<file path="src/rtl/demux2_tdm.sv">
// demux2_tdm
// ----------
// Two-channel time-division demultiplexer. A serial bit stream carries
// alternating channel 0 and channel 1 words, each WIDTH bits long and sent
// MSB first. A sync marker flags the MSB of each channel 0 word. This block
// tracks frame alignment from that marker and rebuilds both words. Each
// completed word appears on its own registered output, together with a
// one-cycle valid strobe.
//
// Parameters
//   WIDTH       bits per channel word (must be >= 2)
//
// Ports
//   clk         system clock, rising edge active
//   rst_n       asynchronous active-low reset
//   din         serial data bit, MSB first within each word
//   din_valid   qualifies din and sync; when low all state holds
//   sync        marks din as the MSB of a channel 0 word
//   out0        last completed channel 0 word
//   out1        last completed channel 1 word
//   out0_valid  one-cycle pulse when out0 updates
//   out1_valid  one-cycle pulse when out1 updates
//   sel         channel that the next valid bit will be routed to
//   err         one-cycle pulse on a sync seen out of frame position

module demux2_tdm #(
  parameter int WIDTH = 8
) (
  input  logic             clk,
  input  logic             rst_n,
  input  logic             din,
  input  logic             din_valid,
  input  logic             sync,
  output logic [WIDTH-1:0] out0,
  output logic [WIDTH-1:0] out1,
  output logic             out0_valid,
  output logic             out1_valid,
  output logic             sel,
  output logic             err
);

  localparam int CW = (WIDTH > 2) ? $clog2(WIDTH) : 1;
  localparam int SW = WIDTH - 1;
  localparam logic [CW-1:0] LAST = CW'(WIDTH - 1);
  localparam logic [CW-1:0] ONE  = CW'(1);

  typedef enum logic [1:0] {
    HUNT = 2'd0,
    CH0  = 2'd1,
    CH1  = 2'd2
  } state_t;

  state_t            state, state_next;
  logic [CW-1:0]     cnt, cnt_next;
  logic [SW-1:0]     sh, sh_next;
  logic [WIDTH-1:0]  out0_next, out1_next;
  logic              out0_valid_next, out1_valid_next;
  logic              sel_next, err_next;

  // A word completes when the current bit is appended to the WIDTH-1 bits
  // already held in the shift register.
  logic [WIDTH-1:0]  word;
  logic [SW-1:0]     sh_shifted;
  logic [SW-1:0]     sh_loaded;
  logic              resync;

  assign word       = {sh, din};
  assign sh_shifted = word[SW-1:0];
  // A new channel 0 word starts with only its MSB in the shift register.
  assign sh_loaded  = SW'(din);

  // A sync is expected only as the first bit of a channel 0 word. A sync
  // anywhere else means that the link has slipped, so the partial word is
  // dropped and framing restarts from this bit.
  assign resync = sync && ((state == CH1) || ((state == CH0) && (cnt != '0)));

  // State register and all output registers.
  always_ff @(posedge clk or negedge rst_n) begin
    if (!rst_n) begin
      state      <= HUNT;
      cnt        <= '0;
      sh         <= '0;
      out0       <= '0;
      out1       <= '0;
      out0_valid <= 1'b0;
      out1_valid <= 1'b0;
      sel        <= 1'b0;
      err        <= 1'b0;
    end else begin
      state      <= state_next;
      cnt        <= cnt_next;
      sh         <= sh_next;
      out0       <= out0_next;
      out1       <= out1_next;
      out0_valid <= out0_valid_next;
      out1_valid <= out1_valid_next;
      sel        <= sel_next;
      err        <= err_next;
    end
  end

  // Next-state logic. Everything holds by default, and the strobes and err
  // default low. As a result, a cycle with din_valid low changes only the
  // pulses, which fall back to zero.
  always_comb begin
    state_next      = state;
    cnt_next        = cnt;
    sh_next         = sh;
    out0_next       = out0;
    out1_next       = out1;
    out0_valid_next = 1'b0;
    out1_valid_next = 1'b0;
    err_next        = 1'b0;

    if (din_valid) begin
      unique case (state)
        HUNT: begin
          if (sync) begin
            sh_next    = sh_loaded;
            cnt_next   = ONE;
            state_next = CH0;
          end
        end

        CH0, CH1: begin
          if (resync) begin
            err_next   = 1'b1;
            sh_next    = sh_loaded;
            cnt_next   = ONE;
            state_next = CH0;
          end else begin
            sh_next = sh_shifted;
            if (cnt == LAST) begin
              cnt_next = '0;
              if (state == CH0) begin
                out0_next       = word;
                out0_valid_next = 1'b1;
                state_next      = CH1;
              end else begin
                out1_next       = word;
                out1_valid_next = 1'b1;
                state_next      = CH0;
              end
            end else begin
              cnt_next = cnt + ONE;
            end
          end
        end

        default: begin
          state_next = HUNT;
          cnt_next   = '0;
        end
      endcase
    end

    // sel is registered from the next state, so it reflects the channel
    // that the following valid bit will belong to.
    sel_next = (state_next == CH1);
  end

endmodule

</file>
<file path="config.mk">
export PLATFORM = sky130hd
export DESIGN_NAME = demux2_tdm
export DESIGN_NICKNAME = d
export VERILOG_FILES = /design/src/rtl/demux2_tdm.sv
export SDC_FILE = /design/constraint.sdc
export NUM_CORES = 1
export LEC_CHECK = 0
export ABC_CLOCK_PERIOD_IN_PS = 3900
export BUFFER_PORTS_ARGS = -buffer_cell sky130_fd_sc_hd__buf_4
export CAP_MARGIN = 30
export CORE_UTILIZATION = 58
export CTS_CLUSTER_DIAMETER = 50
export DETAILED_ROUTE_END_ITERATION = 8
export GPL_TIMING_DRIVEN = 0
export PLACE_DENSITY = 0.89
export SETUP_SLACK_MARGIN = 0.1
export SKIP_LAST_GASP = 1
export SLEW_MARGIN = 20
export SYNTH_ARGS = -nofsm -noshare
export SYNTH_HDL_FRONTEND = slang
export SYNTH_SLANG_ARGS = --single-unit
</file>
<file path="constraint.sdc">
create_clock -name clk -period 3.9 [get_ports clk]
set_clock_uncertainty 0.05 [all_clocks]
set_input_delay 0.585 -clock clk [delete_from_list [all_inputs] [get_ports clk]]
set_output_delay 0.585 -clock clk [all_outputs]
set_load 0.01 [all_outputs]
</file>
==> metrics <==
run status=completed; clock latency on the worst-skew pair=330 ps; register bit count reported by yosys=32; Worst Setup EP=out1[1]; slowest library cell on the worst path=sky130_fd_sc_hd__nor3_4; peak clock frequency supported by timing=0.4595 GHz; Remaining DRCs=0; Levels on crit path=5; startpoint types=flop; Setup Viol. Count Final=0; maximum fanout encountered on the critical timing path=9; portion of the post-synthesis area used by sequential elements=0.5560; Required @ worst endpoint=4070 ps; leftover overflow at the end of global routing=0; CP arrival=2340 ps; first-pass GRT wire length=4.167 mm; H-tree levels=2; Resize count post-CTS=0; Antenna diodes=0; critical path's top delay family=simple AND/OR/NAND/NOR gates; HP Class=in -> async; global-route usage over all layers=0.2253; type of destination of the critical path=flop; Final Hold Vio Count=0; Core Region=2276 um2; synthesis warning total=0; maximum number of pins on one net before global-route repair=33; synthesis-to-layout area growth=19.72%; Tmin final=2177 ps; PnR Total Power=0.9675 mW; detailed-placement wirelength estimate=1.783 mm; width of the chip=51.83 um; most common cell after layout, fill and taps aside=sky130_fd_sc_hd__dfrtp_1; number of enable-type register cells in the synthesized netlist=0; RD Place Congestion=0.8304; start point of the critical path=state[1]; Synth Instances=106; Leak=0.8992 nW; startpoint of the worst register-to-register path=state[1]; Antenna Nets Post-Route=0; Cell Pwr Density=561.1 nW/um2; Clock Root Buffer=sky130_fd_sc_hd__clkbuf_4; number of clock sinks seen by CTS=32; starting density of the core=0.6328; peak per-stage delay on the critical path=460 ps; commonest non-fill, non-tap cells in the layout=sky130_fd_sc_hd__dfrtp_1, sky130_fd_sc_hd__buf_4, sky130_fd_sc_hd__mux2_2; actual slew at the worst max-slew pin=531.9 ps; most common flop cell mapped by yosys=sky130_fd_sc_hd__dfrtp_1; number of hold buffers added after cts=0; slew margin rel.=0.6442; area of combinational cells with multiple inputs=610.6 um2; VDD IR max=0.4857 mV; number of vias in the routed layout=933; filler cell count=152; maximum count of clock buffers along a single path=2; number of DRC violations after detailed-routing iteration 0=14; ordered cell list for the critical path=inv_1 -> ha_1 -> a21bo_4 -> nor3_4 -> mux2_2; Final nets=148; Setup Buffers After CTS=0; drt first pass iters=4; depth of the worst register-to-register path=5; die span in y=51.83 um; routed length per instance=15.35 um; count of pins over their slew limit=0; CTS clock-pin slew for the worst setup and hold paths=100 ps; synth unique cells=30; final wirelength=2.532 mm; Syn Area/Cell=13.59 um2; count of buffers inserted at the top-level ports=23; endpoint of the lowest-slack register-to-register path=out1[1]; die area=2686 um2; setup repair after global routing missed its margin=no; number of CTS-inserted buffers=5; number of global-route vias before repair=913; cell area after synthesis=1440 um2; footprint of the flip-flops and latches=800.8 um2; count of pins on the block boundary=25; post-route setup TNS=0 ps; ratio of final minimum period to clock period=0.5581; share of final-layout standard cells stronger than drive strength 1=0.4234; share of flip-flops with an asynchronous set or reset after synthesis=1.000; Worst Setup Path Type=reg -> reg; setup slack, reg-to-reg=1720 ps; vias per inst=5.655; # Max-Cap Violations=0; number of standard-cell rows in the floorplan=17; number of antenna violations at the first check in global routing=0; total nets after synthesis=118; clock tree from TritonCTS=built; number of buffers and inverters on the critical path=1
## layout make-up
class | count | share of cell area
Clock buffer | 6 | 0.02395
Inverter | 5 | 0.01089
Multi-Input combinational cell | 67 | 0.3541
Buffer | 2 | 0.005806
Clock inverter | 2 | 0.02032
Tap cell | 28 | 0.02032
Timing Repair Buffer | 23 | 0.1001
Sequential cell | 32 | 0.4644
## metal layers
layer | share of wire | GRT usage | vias to the layer above
met5 | 0 | 0 | -
met4 | 0.013 | 0.1351 | 0
met3 | 0.043 | 0.05263 | 5
met2 | 0.50 | 0.3611 | 25
met1 | 0.44 | 0.2747 | 461
li1 | - | - | 442
## kinds of logic (layout without fill, tap and decap cells)
| logic type | Yosys count | after routing | synth area share |
|---|---|---|---|
| AOI/OAI and AO/OA | 17 | 17 | 0.1086 |
| muxes | 17 | 17 | 0.1355 |
| buffers and inverters | 7 | 38 | 0.01998 |
| and+or+nand+nor | 26 | 26 | 0.1191 |
| DFF | 32 | 32 | 0.5560 |
| adders and majority gates | 7 | 7 | 0.06081 |
## sequential cells by signal, indices dropped and copies added, names as in the netlist
name / flops
out0: 8
sh: 7
out0_valid: 1
sel: 1
state: 2
out1_valid: 1
cnt: 3
err: 1
out1: 8
## worst min path at each step
stage | from | to | slack [ps]
after CTS | rst_n | err | 120
after floorplan | rst_n | cnt[0] | 240
after global routing | rst_n | state[0] | 130
final | rst_n | err | 110
after detailed placement | out0[5] | out0[5] | 450
after global placement | cnt[2] | cnt[2] | 440
## synthesized netlist by cell type (2+ instances only)
cell type	n	share of area
sky130_fd_sc_hd__nand2_1	7	0.018
sky130_fd_sc_hd__nand2b_1	3	0.013
sky130_fd_sc_hd__mux2_2	16	0.13
sky130_fd_sc_hd__a22o_1	6	0.036
sky130_fd_sc_hd__nor2_1	2	0.0052
sky130_fd_sc_hd__ha_1	7	0.061
sky130_fd_sc_hd__nor2b_1	2	0.0087
sky130_fd_sc_hd__o21ai_0	5	0.017
sky130_fd_sc_hd__nand3_1	2	0.0070
sky130_fd_sc_hd__dfrtp_1	32	0.56
sky130_fd_sc_hd__inv_1	5	0.013
## report_power, final
group	internal, mW	switching, mW	leakage, nW	total (mW)
Clock	0.134	0.111	0.0422	0.245
Sequential	0.377	0.0425	0.438	0.420
Combinational	0.137	0.166	0.419	0.303
Total	0.649	0.319	0.899	0.967
## metrics by stage
step	setup WS, ps	instance area [um2]	std cells	hold WS [ps]	util
after floorplan	2026	1440	106	239.4	-
after global placement	1812	1648	157	438.8	0.7240
after detailed placement	1746	1648	157	446.2	0.7240
after CTS	1715	1724	165	116.7	0.7576
after global routing	1570	1724	165	127.2	0.7576
final	1724	1724	165	114.2	0.7576
Note: power is estimated with default switching activity, not from simulation.
